==> src/rtl/store_buffer_if.sv <==
// store_buffer_if -- bus bundle between the core's data-memory port, the
// store buffer and the data memory.
//
//   slave  : the store buffer itself (takes core requests, drives memory writes)
//   master : the environment around it (core + data memory)
//
// Core side   : cpu_memwrite, cpu_memread, cpu_addr, cpu_wdata -> buffer
//               cpu_rdata, cpu_stall                           <- buffer
// Memory side : mem_raddr, mem_wreq, mem_waddr, mem_wdata      <- buffer
//               mem_rdata, mem_wack                            -> buffer
interface store_buffer_if #(
    parameter int AW = 32,
    parameter int DW = 32
);
    logic          cpu_memwrite;
    logic          cpu_memread;
    logic [AW-1:0] cpu_addr;
    logic [DW-1:0] cpu_wdata;
    logic [DW-1:0] cpu_rdata;
    logic          cpu_stall;
    logic [AW-1:0] mem_raddr;
    logic [DW-1:0] mem_rdata;
    logic          mem_wreq;
    logic [AW-1:0] mem_waddr;
    logic [DW-1:0] mem_wdata;
    logic          mem_wack;

    modport slave (
        input  cpu_memwrite, cpu_memread, cpu_addr, cpu_wdata, mem_rdata, mem_wack,
        output cpu_rdata, cpu_stall, mem_raddr, mem_wreq, mem_waddr, mem_wdata
    );

    modport master (
        output cpu_memwrite, cpu_memread, cpu_addr, cpu_wdata, mem_rdata, mem_wack,
        input  cpu_rdata, cpu_stall, mem_raddr, mem_wreq, mem_waddr, mem_wdata
    );
endinterface

==> src/rtl/store_buffer.sv <==
// store_buffer -- posted-write buffer between a single-cycle MIPS core's
// data-memory port and a data memory with a req/ack write port.
//
// Stores retire into a DEPTH-entry circular FIFO in one cycle and drain to
// memory in program order. Loads read memory combinationally.
//
// Ports:
//   clk    : clock, all state on the rising edge
//   reset  : synchronous, active-high
//   bus    : store_buffer_if.slave (core request/response + memory port)
//
// Configuration macro STORE_BUF_FWD_EN:
//   defined     -> loads hitting a buffered store get the youngest buffered data
//   not defined -> loads hitting a buffered store stall until that store drains,
//                  cpu_rdata is always mem_rdata
module store_buffer #(
    parameter int DEPTH = 4,
    parameter int AW    = 32,
    parameter int DW    = 32
) (
    input  logic           clk,
    input  logic           reset,
    store_buffer_if.slave  bus
);
    localparam int PW = $clog2(DEPTH);
    localparam int CW = PW + 1;
    localparam int TW = AW - 2;

    typedef enum logic {IDLE, REQ} state_t;

    state_t         state_reg, state_next;
    logic [PW-1:0]  head_reg, head_next, tail_reg;
    logic [CW-1:0]  count_reg, remaining;
    logic [TW-1:0]  tag_mem  [DEPTH];
    logic [DW-1:0]  data_mem [DEPTH];
    logic           mem_wreq_reg;
    logic [AW-1:0]  mem_waddr_reg, mem_waddr_next;
    logic [DW-1:0]  mem_wdata_reg, mem_wdata_next;
    logic           push, pop, full_stall, cpu_stall;
    logic [TW-1:0]  cpu_tag;
    logic [DEPTH-1:0] valid_vec, match_vec;

    assign cpu_tag    = bus.cpu_addr[AW-1:2];
    assign full_stall = bus.cpu_memwrite && (count_reg == CW'(DEPTH));
    assign push       = bus.cpu_memwrite && !cpu_stall;
    assign pop        = (state_reg == REQ) && bus.mem_wack;
    assign head_next  = pop ? head_reg + PW'(1) : head_reg;
    // Entries left after this cycle's pop, not counting a same-edge push.
    assign remaining  = count_reg - CW'(pop);

    // An entry is live when its distance from head is below count; the
    // distance also gives its age (larger offset = younger store).
    generate
        for (genvar gi = 0; gi < DEPTH; gi++) begin : g_entry
            logic [PW-1:0] offset;
            assign offset        = PW'(gi) - head_reg;
            assign valid_vec[gi] = ({1'b0, offset} < count_reg);
            assign match_vec[gi] = valid_vec[gi] && (tag_mem[gi] == cpu_tag);
        end
    endgenerate

`ifdef STORE_BUF_FWD_EN
    logic          fwd_hit;
    logic [DW-1:0] fwd_data;
    logic [PW-1:0] fwd_idx;

    // Walk oldest to youngest so the last hit (youngest) wins.
    always_comb begin
        fwd_hit  = 1'b0;
        fwd_data = '0;
        fwd_idx  = '0;
        for (int k = 0; k < DEPTH; k++) begin
            fwd_idx = head_reg + PW'(k);
            if (match_vec[fwd_idx]) begin
                fwd_hit  = 1'b1;
                fwd_data = data_mem[fwd_idx];
            end
        end
    end

    assign cpu_stall     = full_stall;
    assign bus.cpu_rdata = fwd_hit ? fwd_data : bus.mem_rdata;
`else
    // Without forwarding, a load that hits a pending store waits until the
    // store has reached memory.
    assign cpu_stall     = full_stall || (bus.cpu_memread && (|match_vec));
    assign bus.cpu_rdata = bus.mem_rdata;
`endif

    assign bus.cpu_stall = cpu_stall;
    assign bus.mem_raddr = bus.cpu_addr;
    assign bus.mem_wreq  = mem_wreq_reg;
    assign bus.mem_waddr = mem_waddr_reg;
    assign bus.mem_wdata = mem_wdata_reg;

    // FIFO storage: plain register arrays, every entry is compared each cycle.
    always_ff @(posedge clk) begin
        if (push) begin
            tag_mem[tail_reg]  <= cpu_tag;
            data_mem[tail_reg] <= bus.cpu_wdata;
        end
    end

    always_ff @(posedge clk) begin
        if (reset) begin
            head_reg  <= '0;
            tail_reg  <= '0;
            count_reg <= '0;
        end else begin
            head_reg  <= head_next;
            if (push) begin
                tail_reg <= tail_reg + PW'(1);
            end
            count_reg <= count_reg + CW'(push) - CW'(pop);
        end
    end

    // Drain FSM. The output registers are reloaded whenever the current
    // request is done (IDLE, or ack in REQ). If the FIFO would otherwise be
    // empty, the store being pushed on this same edge is forwarded straight
    // into the output registers so there is no extra cycle of latency.
    always_comb begin
        state_next     = state_reg;
        mem_waddr_next = mem_waddr_reg;
        mem_wdata_next = mem_wdata_reg;
        if ((state_reg == IDLE) || pop) begin
            if (remaining != '0) begin
                state_next     = REQ;
                mem_waddr_next = {tag_mem[head_next], 2'b00};
                mem_wdata_next = data_mem[head_next];
            end else if (push) begin
                state_next     = REQ;
                mem_waddr_next = {cpu_tag, 2'b00};
                mem_wdata_next = bus.cpu_wdata;
            end else begin
                state_next     = IDLE;
            end
        end
    end

    always_ff @(posedge clk) begin
        if (reset) begin
            state_reg     <= IDLE;
            mem_wreq_reg  <= 1'b0;
            mem_waddr_reg <= '0;
            mem_wdata_reg <= '0;
        end else begin
            state_reg     <= state_next;
            mem_wreq_reg  <= (state_next == REQ);
            mem_waddr_reg <= mem_waddr_next;
            mem_wdata_reg <= mem_wdata_next;
        end
    end
endmodule

==> src/flat_wrapper.sv <==
// flat-port wrapper written by rule: the top's interface ports become plain ports
module store_buffer_flat 
#(
    parameter int DEPTH = 4,
    parameter int AW    = 32,
    parameter int DW    = 32
)
  (clk, reset, bus_cpu_memwrite, bus_cpu_memread, bus_cpu_addr, bus_cpu_wdata, bus_mem_rdata, bus_mem_wack, bus_cpu_rdata, bus_cpu_stall, bus_mem_raddr, bus_mem_wreq, bus_mem_waddr, bus_mem_wdata);
  store_buffer_if #(.AW(AW), .DW(DW)) bus_i ();
  input  logic clk;
  input  logic reset;
  input wire logic [$bits(bus_i.cpu_memwrite)-1:0] bus_cpu_memwrite;
  input wire logic [$bits(bus_i.cpu_memread)-1:0] bus_cpu_memread;
  input wire logic [$bits(bus_i.cpu_addr)-1:0] bus_cpu_addr;
  input wire logic [$bits(bus_i.cpu_wdata)-1:0] bus_cpu_wdata;
  input wire logic [$bits(bus_i.mem_rdata)-1:0] bus_mem_rdata;
  input wire logic [$bits(bus_i.mem_wack)-1:0] bus_mem_wack;
  output wire logic [$bits(bus_i.cpu_rdata)-1:0] bus_cpu_rdata;
  output wire logic [$bits(bus_i.cpu_stall)-1:0] bus_cpu_stall;
  output wire logic [$bits(bus_i.mem_raddr)-1:0] bus_mem_raddr;
  output wire logic [$bits(bus_i.mem_wreq)-1:0] bus_mem_wreq;
  output wire logic [$bits(bus_i.mem_waddr)-1:0] bus_mem_waddr;
  output wire logic [$bits(bus_i.mem_wdata)-1:0] bus_mem_wdata;
  assign bus_i.cpu_memwrite = bus_cpu_memwrite;
  assign bus_i.cpu_memread = bus_cpu_memread;
  assign bus_i.cpu_addr = bus_cpu_addr;
  assign bus_i.cpu_wdata = bus_cpu_wdata;
  assign bus_i.mem_rdata = bus_mem_rdata;
  assign bus_i.mem_wack = bus_mem_wack;
  assign bus_cpu_rdata = bus_i.cpu_rdata;
  assign bus_cpu_stall = bus_i.cpu_stall;
  assign bus_mem_raddr = bus_i.mem_raddr;
  assign bus_mem_wreq = bus_i.mem_wreq;
  assign bus_mem_waddr = bus_i.mem_waddr;
  assign bus_mem_wdata = bus_i.mem_wdata;
  store_buffer #(.DEPTH(DEPTH), .AW(AW), .DW(DW)) u_core (.clk(clk), .reset(reset), .bus(bus_i));
endmodule
==> config.mk <==
export PLATFORM = sky130hd
export DESIGN_NAME = store_buffer_flat
export DESIGN_NICKNAME = d
export VERILOG_FILES = /design/src/rtl/store_buffer_if.sv /design/src/rtl/store_buffer.sv /design/src/flat_wrapper.sv
export SDC_FILE = /design/constraint.sdc
export NUM_CORES = 1
export LEC_CHECK = 0
export BUFFER_PORTS_ARGS = -buffer_cell sky130_fd_sc_hd__buf_2
export CAP_MARGIN = 20
export CORE_ASPECT_RATIO = 1.4
export CORE_MARGIN = 2
export CORE_UTILIZATION = 61
export DETAILED_ROUTE_END_ITERATION = 10
export PLACE_DENSITY = 0.85
export SYNTH_ARGS = -nofsm -noshare
export SYNTH_HDL_FRONTEND = slang
export SYNTH_SLANG_ARGS = --single-unit
==> constraint.sdc <==
create_clock -name clk -period 7.97 [get_ports clk]
set_clock_uncertainty 0.05 [all_clocks]
set_input_delay 1.594 -clock clk [delete_from_list [all_inputs] [get_ports clk]]
set_output_delay 1.594 -clock clk [all_outputs]
set_load 0.01 [all_outputs]
==> out/summary.txt <==
Status -> completed
Min-Delay Path Class -> register to register
Root Driver -> clkbuf_16
Rows -> 67
DR vias -> 8098
Seq/Total Area, Yosys -> 60.4%
Antenna Violating Nets Remaining -> 0
Most used cell, CP -> buf_2
Detail Placement HPWL -> 20000 um
Post-CTS setup repair buffer count -> 0
Final Critical Period -> 5.43 ns
Core area -> 23800 um^2
Pins Over Slew Limit -> 0
Total wire length -> 31800 um
Post_cts resized -> 0
Num CTS Buffers -> 30
Overflow left after global routing -> 0
Pwr Density -> 342 nW/um^2
CTS max path bufs -> 3
Setup tns final -> 0 ns
Unrepaired setup endpoints after global routing -> false
Critical path endpoint category -> primary output
Max-Cap Viols -> 0
Least-Margin Pin Slew -> 1.01 ns
Part of the cycle the worst path needs -> 68.1%
Avg Cell Area, Syn -> 15.6 um^2
Initial antenna violation count -> 0
Avg WL per Cell -> 23.8 um
Crit path buffers/inverters -> 2
CTS Sinks -> 318
Main flop type after synthesis -> edfxtp_1
Peak supply drop -> 0.229 mV
Clk slew on worst S/H paths -> 0.06 ns
Die Wd -> 135 um
FMAX -> 184 MHz
CP max stage cell -> a2111oi_2
EDFF count, synth -> 248
Area Overhead vs Synth -> 10.0%
Max reg flops -> 128
Relative slew slack -> 32.4%
DR pass1 iterations -> 5
Crit-path max FO -> 10
FFs w/ async S/R, synth -> 0%
First-pass GRT wire length -> 48600 um
Die area -> 25300 um^2
Yosys reg bits -> 318
# DRC -> 0
Leak Pwr -> 0.00600 uW
Hold Vio Cnt, Final -> 0
H-tree levels -> 1
Overall power -> 5510 uW
Worst-skew pair later-pin latency -> 0.55 ns
Cell family with most CP delay -> simple AND/OR/NAND/NOR gates
Hold-fix buffers, CTS -> 0
Post-Syn Instances -> 941
Reg area -> 8850 um^2
Critical-path cell list -> buf_2, xor2_1, nor4_1, nand4_1, a2111oi_2, or4_1, a22o_1, buf_2
Final antenna diode count -> 0
Critical Path RT -> 6.33 ns
Setup violators final -> 0
GP Congestion -> 0.897
Worst setup SP type -> primary input
Layout cell share with drive strength beyond 1 -> 34.5%
Crit path largest cell delay -> 0.53 ns
IO Pins -> 231
CTS tree -> yes
Largest net degree at the start of global routing -> 63
Filler cells -> 1637
Mapped cell area -> 14700 um^2
Worst endpoint data arrival time -> 3.79 ns
Initial Utilization -> 61.5%
Multi-input logic area -> 4940 um^2
Die extent in y -> 187 um
Kind of critical path -> primary input to primary output
Port Buffers -> 160
Vias in the first global route -> 8339
Starting DRT DRC Count -> 487
Tot GR Track Use -> 25.3%
Routed vias/inst -> 6.06
Netlist cell types -> 35
Final-stage net count -> 1115
Synth warn -> 0
==> Yosys cell counts (7+ instances only) <==
cell | n | area (um^2)
dfxtp_1 | 70 | 1400
inv_1 | 11 | 41.3
mux4_2 | 62 | 1400
mux2i_1 | 63 | 631
ha_1 | 11 | 138
buf_6 | 7 | 78.8
xnor2_1 | 11 | 96.3
nor4_1 | 24 | 150
and2_1 | 7 | 43.8
a211oi_2 | 60 | 751
a21oi_1 | 68 | 340
nand3_1 | 7 | 35.0
edfxtp_1 | 248 | 7450
nor3_1 | 7 | 35.0
clkbuf_1 | 35 | 131
xor2_1 | 113 | 990
buf_4 | 66 | 495
buf_2 | 36 | 180
==> routing by layer <==
layer | share of wire, % | wire length [um] | up-vias | track usage, %
li1 | - | - | 3630 | -
met1 | 39 | 12400 | 4092 | 32.4
met2 | 52 | 16400 | 292 | 43.2
met3 | 5.1 | 1630 | 84 | 3.47
met4 | 4.2 | 1330 | 0 | 10.5
met5 | 0 | 0 | - | 0
==> cell families (layout without fill, tap and decap cells) <==
family / after synthesis / after routing / synth area share, %
flops: 318 / 318 / 60.4
buf+inv: 155 / 239 / 6.33
compound gates: 137 / 137 / 8.10
other cells: 1 / 2 / 0.0256
mux: 126 / 126 / 13.9
fa+ha+maj: 12 / 12 / 1.08
simple gates: 66 / 66 / 2.54
xor+xnor: 126 / 126 / 7.63
==> path summary, 6_finish.rpt <==
| path | endpoint | depth (start not counted) | slack (ns) | start |
|---|---|---|---|---|
| setup / recovery | bus_cpu_stall | 8 | 2.54 | bus_cpu_addr[26] |
| hold reg to reg | u_core.tail_reg[1]$_SDFFE_PP0P_ | 2 | 0.46 | u_core.tail_reg[1]$_SDFFE_PP0P_ |
| setup reg to reg | u_core.data_mem[0][9]$_DFFE_PP_ | 8 | 3.89 | u_core.head_reg[0]$_SDFF_PP0_ |
| hold / removal | u_core.tail_reg[1]$_SDFFE_PP0P_ | 2 | 0.46 | u_core.tail_reg[1]$_SDFFE_PP0P_ |
==> area by class of cell <==
type                    instances  share of cell area, %
repair buffers                172                   5.54
inverters                      11                  0.256
well taps                     310                   2.41
flip-flops and latches        318                   54.9
clock buffers                  34                   4.94
multi-input cells             469                   30.7
clock inverters                22                   1.30
==> worst min-delay path, stage by stage (launching register included) <==
cell,delay (ns)
dfxtp_1,0.34
nand2_1,0.06
mux2i_1,0.06
==> stage by stage <==
step                utilization, %  hold WS (ns)  area (um^2)  setup WS [ns]  instances
floorplan                        -         0.418        14700           3.03        942
finish                        67.7         0.460        16100           2.54       1336
global placement              63.5         0.437        15100           2.65       1280
detailed placement            63.5         0.449        15100           2.58       1280
CTS                           67.7         0.458        16100           2.54       1336
global route                  67.7         0.499        16100           2.44       1336
==> power breakdown <==
group          switching, uW  internal, uW
Sequential               135          2100
Combinational           1050           778
Clock                    603           845
==> cell usage in the layout (no fill, tap or decap), types with 13 or more instances in the layout <==
cell type / n
mux4_2: 62
a21oi_1: 67
buf_4: 13
nor4_1: 24
xor2_1: 113
buf_2: 159
clkbuf_16: 31
a211oi_2: 60
dfxtp_1: 70
edfxtp_1: 248
mux2i_1: 63
(Power assumes the default switching activity.)
